### config.mk
export PLATFORM = sky130hd
export DESIGN_NAME = ifetch_ctrl_flat
export DESIGN_NICKNAME = d
export VERILOG_FILES = /design/src/rtl/ifetch_ctrl_pkg.sv /design/src/rtl/ifetch_ctrl_if.sv /design/src/rtl/ifetch_fifo.sv /design/src/rtl/ifetch_ctrl.sv /design/src/flat_wrapper.sv
export SDC_FILE = /design/constraint.sdc
export NUM_CORES = 1
export LEC_CHECK = 0
export CELL_PAD_IN_SITES_DETAIL_PLACEMENT = 1
export CELL_PAD_IN_SITES_GLOBAL_PLACEMENT = 1
export CORE_ASPECT_RATIO = 1.5
export CORE_MARGIN = 5
export CORE_UTILIZATION = 44
export CTS_CLUSTER_DIAMETER = 80
export DETAILED_ROUTE_END_ITERATION = 10
export PLACE_DENSITY = 0.85
export SLEW_MARGIN = 20
export SYNTH_ARGS = -nofsm -noshare
export SYNTH_HDL_FRONTEND = slang
export SYNTH_SLANG_ARGS = --single-unit
### constraint.sdc
create_clock -name clk -period 5.77 [get_ports clk]
set_input_delay 1.4425 -clock clk [delete_from_list [all_inputs] [get_ports clk]]
set_output_delay 1.4425 -clock clk [all_outputs]
set_load 0.03 [all_outputs]
### src/rtl/ifetch_ctrl_pkg.sv
// Shared CPU definitions for the instruction fetch path: address width,
// pc increment, buffer entry layout and the fetch state encoding.
package ifetch_ctrl_pkg;

    localparam int ADDR_W  = 8;
    localparam int DATA_W  = 32;
    localparam int ENTRY_W = ADDR_W + DATA_W;

    localparam logic [ADDR_W-1:0] PC_STEP = 8'd4;

    typedef enum logic [1:0] {
        FETCH  = 2'd0,
        DRAIN  = 2'd1,
        HALTED = 2'd2
    } fetch_state_e;

    // Fetch addresses are always word aligned.
    function automatic logic [ADDR_W-1:0] align_pc(input logic [ADDR_W-1:0] pc);
        return {pc[ADDR_W-1:2], 2'b00};
    endfunction

endpackage

### src/rtl/ifetch_ctrl_if.sv
// Instruction delivery handshake between the fetch unit (master) and the
// decode stage (slave).
interface ifetch_ctrl_if;
    import ifetch_ctrl_pkg::*;

    logic              inst_valid;
    logic              inst_ready;
    logic [DATA_W-1:0] inst_out;
    logic [ADDR_W-1:0] inst_pc;

    modport master (output inst_valid, output inst_out, output inst_pc, input inst_ready);
    modport slave  (input inst_valid, input inst_out, input inst_pc, output inst_ready);

endinterface

### src/rtl/ifetch_fifo.sv
// Two-entry instruction buffer holding {pc, word}; flush drops everything
// and an empty buffer reads as zero.
module ifetch_fifo
    import ifetch_ctrl_pkg::*;
#(
    parameter int DEPTH = 2
) (
    input  logic               clk,
    input  logic               rst_n,
    input  logic               push_i,
    input  logic               pop_i,
    input  logic               flush_i,
    input  logic [ENTRY_W-1:0] wdata_i,
    output logic [ENTRY_W-1:0] rdata_o,
    output logic [1:0]         count_o,
    output logic               full_o,
    output logic               empty_o
);

    localparam logic [1:0] FULL_CNT = DEPTH[1:0];

    logic [ENTRY_W-1:0] mem_q [0:1];
    logic [ENTRY_W-1:0] mem_d [0:1];
    logic               wr_ptr_q, wr_ptr_d;
    logic               rd_ptr_q, rd_ptr_d;
    logic [1:0]         count_q, count_d;
    logic               do_push_s, do_pop_s;

    assign full_o    = (count_q == FULL_CNT);
    assign empty_o   = (count_q == 2'd0);
    assign count_o   = count_q;
    assign do_push_s = push_i && !full_o;
    assign do_pop_s  = pop_i && !empty_o;
    assign rdata_o   = empty_o ? {ENTRY_W{1'b0}} : mem_q[rd_ptr_q];

    // Next-state for storage, pointers and occupancy; flush overrides both ops.
    always_comb begin
        mem_d[0] = mem_q[0];
        mem_d[1] = mem_q[1];
        wr_ptr_d = wr_ptr_q;
        rd_ptr_d = rd_ptr_q;
        count_d  = count_q;
        if (flush_i) begin
            wr_ptr_d = 1'b0;
            rd_ptr_d = 1'b0;
            count_d  = 2'd0;
        end else begin
            if (do_push_s) begin
                mem_d[wr_ptr_q] = wdata_i;
                wr_ptr_d        = ~wr_ptr_q;
            end else begin
                wr_ptr_d = wr_ptr_q;
            end
            if (do_pop_s) begin
                rd_ptr_d = ~rd_ptr_q;
            end else begin
                rd_ptr_d = rd_ptr_q;
            end
            count_d = count_q + {1'b0, do_push_s} - {1'b0, do_pop_s};
        end
    end

    // Buffer state registers.
    always_ff @(posedge clk or negedge rst_n) begin
        if (!rst_n) begin
            mem_q[0] <= {ENTRY_W{1'b0}};
            mem_q[1] <= {ENTRY_W{1'b0}};
            wr_ptr_q <= 1'b0;
            rd_ptr_q <= 1'b0;
            count_q  <= 2'd0;
        end else begin
            mem_q[0] <= mem_d[0];
            mem_q[1] <= mem_d[1];
            wr_ptr_q <= wr_ptr_d;
            rd_ptr_q <= rd_ptr_d;
            count_q  <= count_d;
        end
    end

endmodule

### src/rtl/ifetch_ctrl.sv
// Instruction fetch controller: owns the pc, the FETCH/DRAIN/HALTED FSM and
// the delivered-instruction counter; buffering lives in ifetch_fifo.
module ifetch_ctrl
    import ifetch_ctrl_pkg::*;
#(
    parameter logic [ADDR_W-1:0] RESET_PC   = 8'h00,
    parameter int                FIFO_DEPTH = 2
) (
    input  logic              clk,
    input  logic              rst_n,
    output logic [ADDR_W-1:0] im_addr,
    input  logic [DATA_W-1:0] im_data,
    input  logic              redirect_valid,
    input  logic [ADDR_W-1:0] redirect_pc,
    input  logic              halt_req,
    output logic              halted,
    output logic [15:0]       deliv_cnt,
    ifetch_ctrl_if.master     inst_if
);

    fetch_state_e       state_q, state_d;
    logic [ADDR_W-1:0]  pc_q, pc_d;
    logic [15:0]        cnt_q, cnt_d;
    logic               push_s, pop_s, full_s, empty_s;
    logic [1:0]         fifo_cnt_s;
    logic [ENTRY_W-1:0] head_s;

    assign im_addr            = pc_q;
    assign halted             = (state_q == HALTED);
    assign deliv_cnt          = cnt_q;
    assign inst_if.inst_valid = !empty_s;
    assign inst_if.inst_out   = head_s[DATA_W-1:0];
    assign inst_if.inst_pc    = head_s[ENTRY_W-1:DATA_W];
    assign pop_s              = inst_if.inst_valid && inst_if.inst_ready;
    // halt_req suppresses the push in the cycle FETCH hands over to DRAIN.
    assign push_s = (state_q == FETCH) && !full_s && !redirect_valid && !halt_req;

    ifetch_fifo #(.DEPTH(FIFO_DEPTH)) u_fifo (
        .clk     (clk),
        .rst_n   (rst_n),
        .push_i  (push_s),
        .pop_i   (pop_s),
        .flush_i (redirect_valid),
        .wdata_i ({pc_q, im_data}),
        .rdata_o (head_s),
        .count_o (fifo_cnt_s),
        .full_o  (full_s),
        .empty_o (empty_s)
    );

    // FSM next state, pc update and delivery count.
    always_comb begin
        state_d = state_q;
        pc_d    = pc_q;
        cnt_d   = pop_s ? (cnt_q + 16'd1) : cnt_q;
        if (redirect_valid) begin
            state_d = FETCH;
            pc_d    = align_pc(redirect_pc);
        end else begin
            case (state_q)
                FETCH: begin
                    if (halt_req) begin
                        state_d = DRAIN;
                    end else if (push_s) begin
                        pc_d = pc_q + PC_STEP;
                    end else begin
                        pc_d = pc_q;
                    end
                end
                DRAIN: begin
                    // Halt as soon as the last buffered entry leaves.
                    if (empty_s || ((fifo_cnt_s == 2'd1) && pop_s)) begin
                        state_d = HALTED;
                    end else begin
                        state_d = DRAIN;
                    end
                end
                HALTED: state_d = HALTED;
                default: state_d = FETCH;
            endcase
        end
    end

    // Control state registers.
    always_ff @(posedge clk or negedge rst_n) begin
        if (!rst_n) begin
            state_q <= FETCH;
            pc_q    <= align_pc(RESET_PC);
            cnt_q   <= 16'd0;
        end else begin
            state_q <= state_d;
            pc_q    <= pc_d;
            cnt_q   <= cnt_d;
        end
    end

endmodule

### src/flat_wrapper.sv
// flat-port wrapper written by rule: the top's interface ports become plain ports
module ifetch_ctrl_flat import ifetch_ctrl_pkg::*;
#(
    parameter logic [ADDR_W-1:0] RESET_PC   = 8'h00,
    parameter int                FIFO_DEPTH = 2
)
  (clk, rst_n, im_addr, im_data, redirect_valid, redirect_pc, halt_req, halted, deliv_cnt, inst_if_inst_valid, inst_if_inst_out, inst_if_inst_pc, inst_if_inst_ready);
  ifetch_ctrl_if inst_if_i ();
  input  logic clk;
  input  logic rst_n;
  output logic [ADDR_W-1:0] im_addr;
  input  logic [DATA_W-1:0] im_data;
  input  logic redirect_valid;
  input  logic [ADDR_W-1:0] redirect_pc;
  input  logic halt_req;
  output logic halted;
  output logic [15:0] deliv_cnt;
  output wire logic [$bits(inst_if_i.inst_valid)-1:0] inst_if_inst_valid;
  output wire logic [$bits(inst_if_i.inst_out)-1:0] inst_if_inst_out;
  output wire logic [$bits(inst_if_i.inst_pc)-1:0] inst_if_inst_pc;
  input wire logic [$bits(inst_if_i.inst_ready)-1:0] inst_if_inst_ready;
  assign inst_if_inst_valid = inst_if_i.inst_valid;
  assign inst_if_inst_out = inst_if_i.inst_out;
  assign inst_if_inst_pc = inst_if_i.inst_pc;
  assign inst_if_i.inst_ready = inst_if_inst_ready;
  ifetch_ctrl #(.RESET_PC(RESET_PC), .FIFO_DEPTH(FIFO_DEPTH)) u_core (.clk(clk), .rst_n(rst_n), .im_addr(im_addr), .im_data(im_data), .redirect_valid(redirect_valid), .redirect_pc(redirect_pc), .halt_req(halt_req), .halted(halted), .deliv_cnt(deliv_cnt), .inst_if(inst_if_i));
endmodule
# Word-level counts from Yosys, hierarchy flattened
# Index checks and enable logic that the tools add are counted.
dict set report totals {
  inputBits 45
  ff_bits 110
}
dict set report classes {
  muxes 20
  n_lt_le_gt_ge 3
  n_bitwise 5
  n_reduce_logical 21
  n_eq_ne 6
  n_addsub 4
}
# cell count
set ops {}
lappend ops {{$mux W40} 5}
lappend ops {{$bwmux W80} 1}
lappend ops {{$demux W40 S1} 1}
lappend ops {{$mux W8} 4}
lappend ops {{$add A16 B1 Y16 const B} 1}
lappend ops {{$add A8 B3 Y8 const B} 1}
lappend ops {{$logic_and A1 B1 Y1} 8}
lappend ops {{$mux W2} 4}
lappend ops {{$reduce_bool A2 Y1} 4}
lappend ops {{$pmux W2 S3} 1}
lappend ops {{$eq A2 B1 Y1 const B} 2}
lappend ops {{$eq A2 B2 Y1 const B} 2}
lappend ops {{$ge A2 B2 Y1 const B} 2}
lappend ops {{$logic_not A1 Y1} 4}
lappend ops {{$logic_not A2 Y1} 2}
lappend ops {{$mux W1} 4}
lappend ops {{$not A1 Y2} 2}
lappend ops {{$ne A3 B3 Y1 const B} 1}
lappend ops {{$not A1 Y1} 3}
lappend ops {{$reduce_and A3 Y1} 1}
lappend ops {{$add A2 B1 Y2} 1}
lappend ops {{$lt A2 B1 Y1 const B} 1}
lappend ops {{$ne A2 B2 Y1 const B} 1}
lappend ops {{$reduce_and A2 Y1} 1}
lappend ops {{other kinds (2)} 2}

# Longest topological paths before layout
# Gate-level depths: netlist of the first run.
dict set report logic_depth {
  word_depth 9
  mapped_depth 8
  mapped_depth_nobuf 8
}

# Modules after synthesis
# A second synthesis of the first run with hierarchy kept.
dict set report hier_totals {
  cells_unflattened 387
  area_unflattened_um2 4998.5
}
# module cells_per_inst area_per_inst_um2 n_inst
set modules_own_cells {}
lappend modules_own_cells {ifetch_fifo 283 3807.4 1}
lappend modules_own_cells {ifetch_ctrl 104 1191.1 1}

# Worst setup path before layout of the first run
# No wires, ideal clock.
dict set report synth_path {
  kind {flip-flop to output port}
  start {register u_core.u_fifo.rd_ptr_q}
  end {output port inst_if_inst_out[27]}
  stages_incl_launch_ff 6
  t_arrival_ns 1.472
  n_path_buf 3
  required_ns 4.328
  path_slack_ns 2.856
  path_cell_list {dfrtp_1 -> clkbuf_1 -> buf_2 -> buf_2 -> mux2i_1 -> nor2_1}
}
dict set report synth_between {
  elab_chain_len 5
}
# element line_no
set synth_lines {}
lappend synth_lines {{start: declaration} ifetch_fifo.sv:25} ;# logic rd_ptr_q, rd_ptr_d;
lappend synth_lines {{start signal: assignment} ifetch_fifo.sv:75} ;# rd_ptr_q <= rd_ptr_d;
lappend synth_lines {{$not A1 Y2 (not written as such)} ifetch_fifo.sv:34} ;# assign rdata_o = empty_o ? {ENTRY_W{1'b0}} : mem_q[rd_ptr_q];
lappend synth_lines {{$mux W40 (not written as such) (3 in series)} ifetch_fifo.sv:34}
lappend synth_lines {{$mux W40} ifetch_fifo.sv:34}
lappend synth_lines {{end: declaration} flat_wrapper.sv:19} ;# output wire logic [$bits(inst_if_i.inst_out)-1:0] inst_if_inst_out;
# Every way passes these cells. The select of a mux whose other input is x is not followed.

# Worst setup path after layout of the first run
dict set report layout_path {
  start {register u_core.u_fifo.rd_ptr_q}
  end {output port inst_if_inst_out[24]}
}
# The elaborated chain is that of the path after synthesis.

==> summary.txt, run 1 <==
Drt
  • Vias post-DR: 3197
  • Met3 wire length: 378 um
  • Total wire length: 11.51 mm
  • Met2 wire len: 6.296 mm
  • Routed len/inst: 18.30 um
  • Initial DRT Pass Iterations: 3
  • Met1 WL: 4.677 mm
  • Max layer used: met4
  • DR iter-0 viols: 70
  • DR DRC count: 0
  • Drt via density: 5.083
  • DRT antenna net count: 0

Synthesis
  • Warnings, synthesis: 0
  • Mapped Cells: 377
  • Top-area cell type share of the netlist area: 52.49%
  • Largest area contributor in the netlist: dfrtp_1
  • Seq/Total Area, Yosys: 52.49%
  • Netlist Area Pre-Place: 4959 um2
  • Count leader, synth: dfrtp_1
  • Synth Flop Type: dfrtp_1
  • Synth unique cells: 36
  • Number of synthesized flops with an enable pin: 0
  • Synth top area cells: dfrtp_1, mux2_4, mux2_2, mux2i_1, nor2_1
  • Post-synth top cells: dfrtp_1, nor2_1, mux2_4
  • Number of synthesized register bits: 104
  • Asr flop ratio synth: 100.0%
  • Mean post-synth cell area: 13.15 um2

Setup path
  • Worst flop-to-flop path startpoint: u_core.state_q[1]$_DFFE_PN0P_
  • Worst path buffer plus inverter count: 2
  • Worst setup SP type: flip-flop
  • Crit path max-delay family: buffers and inverters
  • Worst endpoint required time: 4.33 ns
  • Crit path max fanout: 23
  • CP max stage cell: dfrtp_2
  • CP endpoint kind: primary output
  • Cell chain of the critical path: buf_4, mux2i_1, nor2_1, clkdlybuf4s50_1
  • CP Data Arrival Time: 2.53 ns
  • Critical path's largest stage delay: 0.71 ns
  • Worst setup path class: flip-flop to primary output
  • CP startpoint: u_core.u_fifo.rd_ptr_q$_DFFE_PN0P_

STA
  • Fmax: 252.0 MHz
  • Fin crit share: 68.79%
  • Final TNS setup: 0 ns
  • RSZ-0062 raised after global routing: false
  • Worst Clk Skew: 0.009266 ns
  • Rel. slew slack: 31.69%
  • Final min period: 3.969 ns
  • Setup violations, final: 0
  • Worst-Margin Slew: 1.022 ns
  • Final WS setup: 1.801 ns
  • Final Max Slew Viols: 0
  • Fin. Hold Viols: 0

Floorplanning
  • Die X: 96.68 um
  • Die area: 13540 um2
  • Starting Density: 44.85%
  • Core area: 11060 um2
  • Die height: 140.0 um
  • Num rows: 47
  • # IOs: 111

GRT
  • Grt total ovfl: 0
  • Antenna violations before repair: 0
  • Gr usage total: 17.34%
  • Number of global-route vias before repair: 3712
  • Largest net degree at the start of global routing: 54
  • First-pass GRT wire length: 19.04 mm

Clock tree
  • Clock transition at path regs: 0.07 ns
  • Clock latency on the worst-skew pair: 0.34 ns
  • TritonCTS Buffers: 9
  • Clock sinks: 104
  • Clock Tree Buf Depth: 2
  • Root Buffer: clkbuf_16
  • Resize count post-CTS: 0
  • CTS Hold Bufs: 0
  • Post-CTS Setup Inserts: 0
  • H-Tree Level Count: 3
  • CTS tree: yes

Power and ir drop
  • Pwr dens: 558.6 nW/um2
  • Seq pwr share: 35.5%
  • Sw frac: 37.10%
  • Int Power: 2245 uW
  • Clock power share: 18.3%
  • LEAKAGE: 0.002786 uW
  • Combinational fraction of design power: 46.3%
  • Power Total: 3570 uW
  • Peak VDD IR: 0.3415 mV
  • Sw Pwr: 1324 uW

Placed design
  • HPWL after detailed placement: 8.009 mm
  • DP Worst Slack: 1.648 ns
  • Final GP Congestion: 0.7417
  • # port buffers: 104

Cells and area
  • Layout cells sized above 1: 21.99%
  • N_diodes: 0
  • Fin nets: 526
  • Fillers: 1151
  • Layout area overhead: 28.87%
  • Multi-input logic area: 2188 um2
  • Final core utilization: 57.80%
  • FF/Latch Area: 2604 um2

Status
  • Outcome: completed

Min path
  • Tightest Hold Check Type: flip-flop to flip-flop
  • Worst hold start: u_core.deliv_cnt[15]$_DFFE_PN0N_

Job
  • Max Cap Viol: 0
==> final timing paths <==
| path | end | slack [ns] | cells past startpoint |
|---|---|---|---|
| setup / recovery | inst_if_inst_out[24] | 1.80 | 4 |
| hold / removal | u_core.deliv_cnt[15]$_DFFE_PN0N_ | 0.47 | 1 |
| setup reg to reg | u_core.u_fifo.mem_q[50]$_DFFE_PN0P_ | 3.15 | 6 |
| hold reg to reg | u_core.deliv_cnt[15]$_DFFE_PN0N_ | 0.47 | 1 |
| max in group asynchronous | u_core.u_fifo.rd_ptr_q$_DFFE_PN0P_ | 3.45 | 2 |
| min in group asynchronous | u_core.u_fifo.mem_q[54]$_DFFE_PN0P_ | 1.13 | 1 |
==> final cells by class <==
| cell class | instances | area share [%] |
|---|---|---|
| sequential | 104 | 40.75 |
| multi-input combinational | 249 | 34.25 |
| timing repair buffer | 109 | 16.84 |
| clock buffer | 11 | 3.799 |
| tap | 147 | 2.878 |
| clock inverter | 5 | 1.253 |
| inverter | 4 | 0.2350 |
==> kinds of logic after synthesis <==
group | synth area share, %
other | 0.07563
multiplexers | 28.61
adder cells (fa/ha/maj) | 1.009
AO/OA/AOI/OAI | 1.060
AND/OR/NAND/NOR | 8.756
buffers and inverters | 3.760
flip-flops | 52.49
XOR/XNOR | 4.239
==> flip-flops by register name (all words and copies together), names as in the netlist <==
register	cells
u_core.u_fifo.mem_q	76
u_core.state_q	2
u_core.im_addr	6
u_core.u_fifo.count_o	2
u_core.u_fifo.rd_ptr_q	1
u_core.u_fifo.wr_ptr_q	1
u_core.deliv_cnt	16
==> cells in the final DEF (no fill, tap or decap), types with 3 or more instances in the layout <==
cell	Yosys	final
clkdlybuf4s50_1	0	103
dfrtp_1	104	103
nor2_1	45	44
mux2_4	40	40
mux2i_1	39	39
mux2_2	38	38
xnor2_1	15	15
nand2_1	12	12
xor2_1	9	9
nand3_1	9	9
clkbuf_16	0	9
o21ai_0	6	6
buf_4	5	6
and3_1	5	5
nand4_1	4	4
ha_1	4	4
conb_1	1	4
inv_1	3	3
nor2b_1	3	3
nor3_1	3	3
==> power groups by stage <==
stage          clock, uW  combinational [uW]  sequential [uW]
2_1_floorplan          0                1130             1230
3_3_place_gp           0                1630             1240
3_5_place_dp           0                1670             1280
4_1_cts              673                1680             1270
5_1_grt              703                1770             1310
6_report             653                1650             1270
==> per-layer routing <==
metal / up-vias / GRT usage (%)
met4: 0 / 5.991
met3: 13 / 3.632
li1: 1490 / -
met5: - / 0
met2: 68 / 32.31
met1: 1626 / 19.41
==> per-stage QoR <==
stage               hold slack [ns]  area [um2]  cells
finish                       0.4705        6390    629
global route                 0.4938        6390    629
CTS                          0.4759        6390    629
detailed placement           0.4620        6067    613
global placement             0.4640        6067    613
floorplan                    0.4791        4970    380
==> worst register-to-register path: stages, from the launching register on <==
cell and delay, ns:
dfrtp_1 0.43, or3_4 0.45, nor3_4 0.21, inv_2 0.08, nor2_4 0.51, buf_4 0.42, mux2_2 0.39
Power figures use the tool's default switching activity.
==> inputs of run 2 (changes only) <==
Settings changed: CORE_UTILIZATION 44 to 41, PLACE_DENSITY 0.85 to 0.8.
Clock period 5.77 ns to 4.1 ns, I/O delays scaled along.
==> run 2 against run 1 <==
Clock-buffer cell count is 2 lower. Die area is 6.7% higher. Worst setup slack worse by 1.2 ns. Total power is 43% higher. Clock skew is 0.0020 ns lower. Worst hold slack better by 0.0062 ns. Cell area is 1.1% higher. Flip-flop and latch count stayed put. Sequential share of layout area is 0.44 points lower. Core utilization is 3.8 points lower. Critical endpoint is now inst_if_inst_out[4]. Global-route usage is 0.88 points lower. Routed wire length is 2.2% lower.
==> summary.txt, run 2 (synthesized netlist as in run 1, its figures left out) <==
Power and ir drop
  • LEAKAGE: 0.002817 uW (was 0.002786 uW)
  • Sw Pwr: 1840 uW (was 1324 uW)
  • Clock power share: 19.5% (was 18.3%)
  • Power Total: 5116 uW (was 3570 uW)
  • Int Power: 3276 uW (was 2245 uW)
  • Peak VDD IR: 0.3807 mV (was 0.3415 mV)
  • Pwr dens: 792.0 nW/um2 (was 558.6 nW/um2)
  • Combinational fraction of design power: 46.0% (was 46.3%)
  • Sw frac: 35.96% (was 37.10%)
  • Seq pwr share: 34.5% (was 35.5%)

STA
  • RSZ-0062 raised after global routing: false (unchanged)
  • Final Max Slew Viols: 0 (unchanged)
  • Setup violations, final: 0 (unchanged)
  • Worst Clk Skew: 0.007271 ns (was 0.009266 ns)
  • Rel. slew slack: 48.17% (was 31.69%)
  • Fin. Hold Viols: 0 (unchanged)
  • Final TNS setup: 0 ns (unchanged)
  • Fin crit share: 84.31%
  • Fmax: 289.3 MHz
  • Final min period: 3.457 ns
  • Worst-Margin Slew: 0.7774 ns (was 1.022 ns)

Cells and area
  • Multi-input logic area: 2188 um2 (unchanged)
  • N_diodes: 0 (unchanged)
  • Max reg flops: 76 (unchanged)
  • Layout area overhead: 30.28% (was 28.87%)
  • Reg with most FFs: u_core.u_fifo.mem_q (unchanged)
  • Fin nets: 528 (was 526)
  • Layout cells sized above 1: 22.04% (was 21.99%)
  • FF/Latch Area: 2604 um2 (unchanged)
  • Fillers: 1225 (was 1151)
  • Most frequent cells in the layout: clkdlybuf4s50_1, dfrtp_1, nor2_1 (unchanged)

Placed design
  • HPWL after detailed placement: 7.875 mm (was 8.009 mm)
  • # port buffers: 104 (unchanged)
  • Final GP Congestion: 0.7104 (was 0.7417)

Setup path
  • Worst setup path class: flip-flop to primary output (unchanged)
  • CP Data Arrival Time: 2.43 ns (was 2.53 ns)
  • Critical path's largest stage delay: 0.61 ns (was 0.71 ns)
  • Crit path max-delay family: buffers and inverters (unchanged)
  • CP max stage cell: clkdlybuf4s50_1 (was dfrtp_2)
  • R2r setup slk: 1.82 ns (was 3.15 ns)
  • Worst setup SP type: flip-flop (unchanged)
  • Cell chain of the critical path: nor2_4, buf_4, nor2_1, clkdlybuf4s50_1 (was buf_4, mux2i_1, nor2_1, clkdlybuf4s50_1)
  • Worst flop-to-flop path startpoint: u_core.state_q[1]$_DFFE_PN0P_ (unchanged)
  • Critical R2R Capture: u_core.u_fifo.mem_q[43]$_DFFE_PN0P_ (was u_core.u_fifo.mem_q[50]$_DFFE_PN0P_)
  • Worst path buffer plus inverter count: 2 (unchanged)
  • CP endpoint kind: primary output (unchanged)
  • Reg2reg path depth: 6 (unchanged)
  • Worst endpoint required time: 3.07 ns (was 4.33 ns)
  • Crit path max fanout: 21 (was 23)

Drt
  • Total wire length: 11.25 mm (was 11.51 mm)
  • DRT antenna net count: 0 (unchanged)
  • Vias post-DR: 3215 (was 3197)
  • DR iter-0 viols: 57 (was 70)
  • DR DRC count: 0 (unchanged)
  • Drt via density: 5.071 (was 5.083)
  • Initial DRT Pass Iterations: 3 (unchanged)
  • Routed len/inst: 17.75 um (was 18.30 um)

GRT
  • Grt total ovfl: 0 (unchanged)
  • First-pass GRT wire length: 18.44 mm (was 19.04 mm)
  • Largest net degree at the start of global routing: 62 (was 54)
  • Number of global-route vias before repair: 3718 (was 3712)
  • Gr usage total: 16.46% (was 17.34%)
  • Antenna violations before repair: 0 (unchanged)

Floorplanning
  • Die area: 14440 um2 (was 13540 um2)
  • Starting Density: 41.48% (was 44.85%)
  • # IOs: 111 (unchanged)
  • Die height: 144.7 um (was 140.0 um)
  • Die X: 99.79 um (was 96.68 um)
  • Num rows: 49 (was 47)
  • Core area: 11960 um2 (was 11060 um2)

Min path
  • Tightest Hold Check Type: flip-flop to flip-flop (unchanged)
  • Sink of the worst hold path: u_core.deliv_cnt[15]$_DFFE_PN0N_ (unchanged)
  • Worst hold start: u_core.deliv_cnt[15]$_DFFE_PN0N_ (unchanged)
  • Hold depth: 1 (unchanged)

Clock tree
  • TritonCTS Buffers: 9 (unchanged)
  • Clock latency on the worst-skew pair: 0.34 ns (about the same)
  • Clock Tree Buf Depth: 2 (unchanged)
  • Post-CTS Setup Inserts: 0 (unchanged)
  • CTS tree: yes (unchanged)
  • CTS Hold Bufs: 0 (unchanged)
  • Clock sinks: 104 (unchanged)
  • Root Buffer: clkbuf_16 (unchanged)
  • Clock transition at path regs: 0.06 ns (was 0.07 ns)
  • H-Tree Level Count: 3 (unchanged)
  • Resize count post-CTS: 0 (unchanged)

Job
  • Max Cap Viol: 0 (unchanged)

Status
  • Outcome: completed (unchanged)
run 2: worst max-delay path by stage:
stage	to	cells after the start	slack [ns]	start
after global routing	inst_if_inst_out[4]	4	0.49	u_core.u_fifo.count_o[1]$_DFF_PN0_
final	inst_if_inst_out[4]	4	0.64	u_core.u_fifo.count_o[1]$_DFF_PN0_
after CTS	inst_if_inst_out[4]	4	0.56	u_core.u_fifo.count_o[1]$_DFF_PN0_
after floorplan	inst_if_inst_out[27]	5	1.60	u_core.u_fifo.rd_ptr_q$_DFFE_PN0P_
after global placement	u_core.u_fifo.mem_q[77]$_DFFE_PN0P_	7	0.80	halt_req
after detailed placement	u_core.u_fifo.mem_q[45]$_DFFE_PN0P_	7	0.81	halt_req
run 2: power groups by stage:
stage	Sequential, uW	Combinational (uW)	Clock [uW]
final	1770	2350	997
after global routing	1830	2520	1080
after CTS	1770	2400	1030
after detailed placement	1780	2390	0
after global placement	1740	2330	0
after floorplan	1730	1580	0
run 2: area by class of cell:
type	instances	share of cell area (%)
Clock buffer	9	3.486
Clock inverter	4	1.859
Inverter	4	0.2324
Multi-Input combinational cell	249	33.88
Sequential cell	104	40.31
Tap cell	153	2.963
Timing Repair Buffer	111	17.28
run 2: through the flow:
stage	hold WS [ns]	util (%)	std cells	worst slack, ns	instance area [um2]
after CTS	0.4836	54.03	634	0.5637	6460
after global routing	0.4919	54.03	634	0.4859	6460
after global placement	0.4637	51.15	621	0.8045	6115
final	0.4767	54.03	634	0.6435	6460
after floorplan	0.4791	-	380	1.603	4970
after detailed placement	0.4624	51.15	621	0.8056	6115
run 2: per-layer routing:
| metal | up-vias | routed length (um) | GRT usage [%] | share of wire [%] |
|---|---|---|---|---|
| met1 | 1669 | 4367 | 17.79 | 39 |
| met2 | 60 | 6443 | 31.73 | 57 |
| met3 | 4 | 368 | 3.885 | 3.3 |
| met5 | - | 0 | 0 | 0 |
| met4 | 0 | 75 | 4.388 | 0.67 |
| li1 | 1482 | - | - | - |
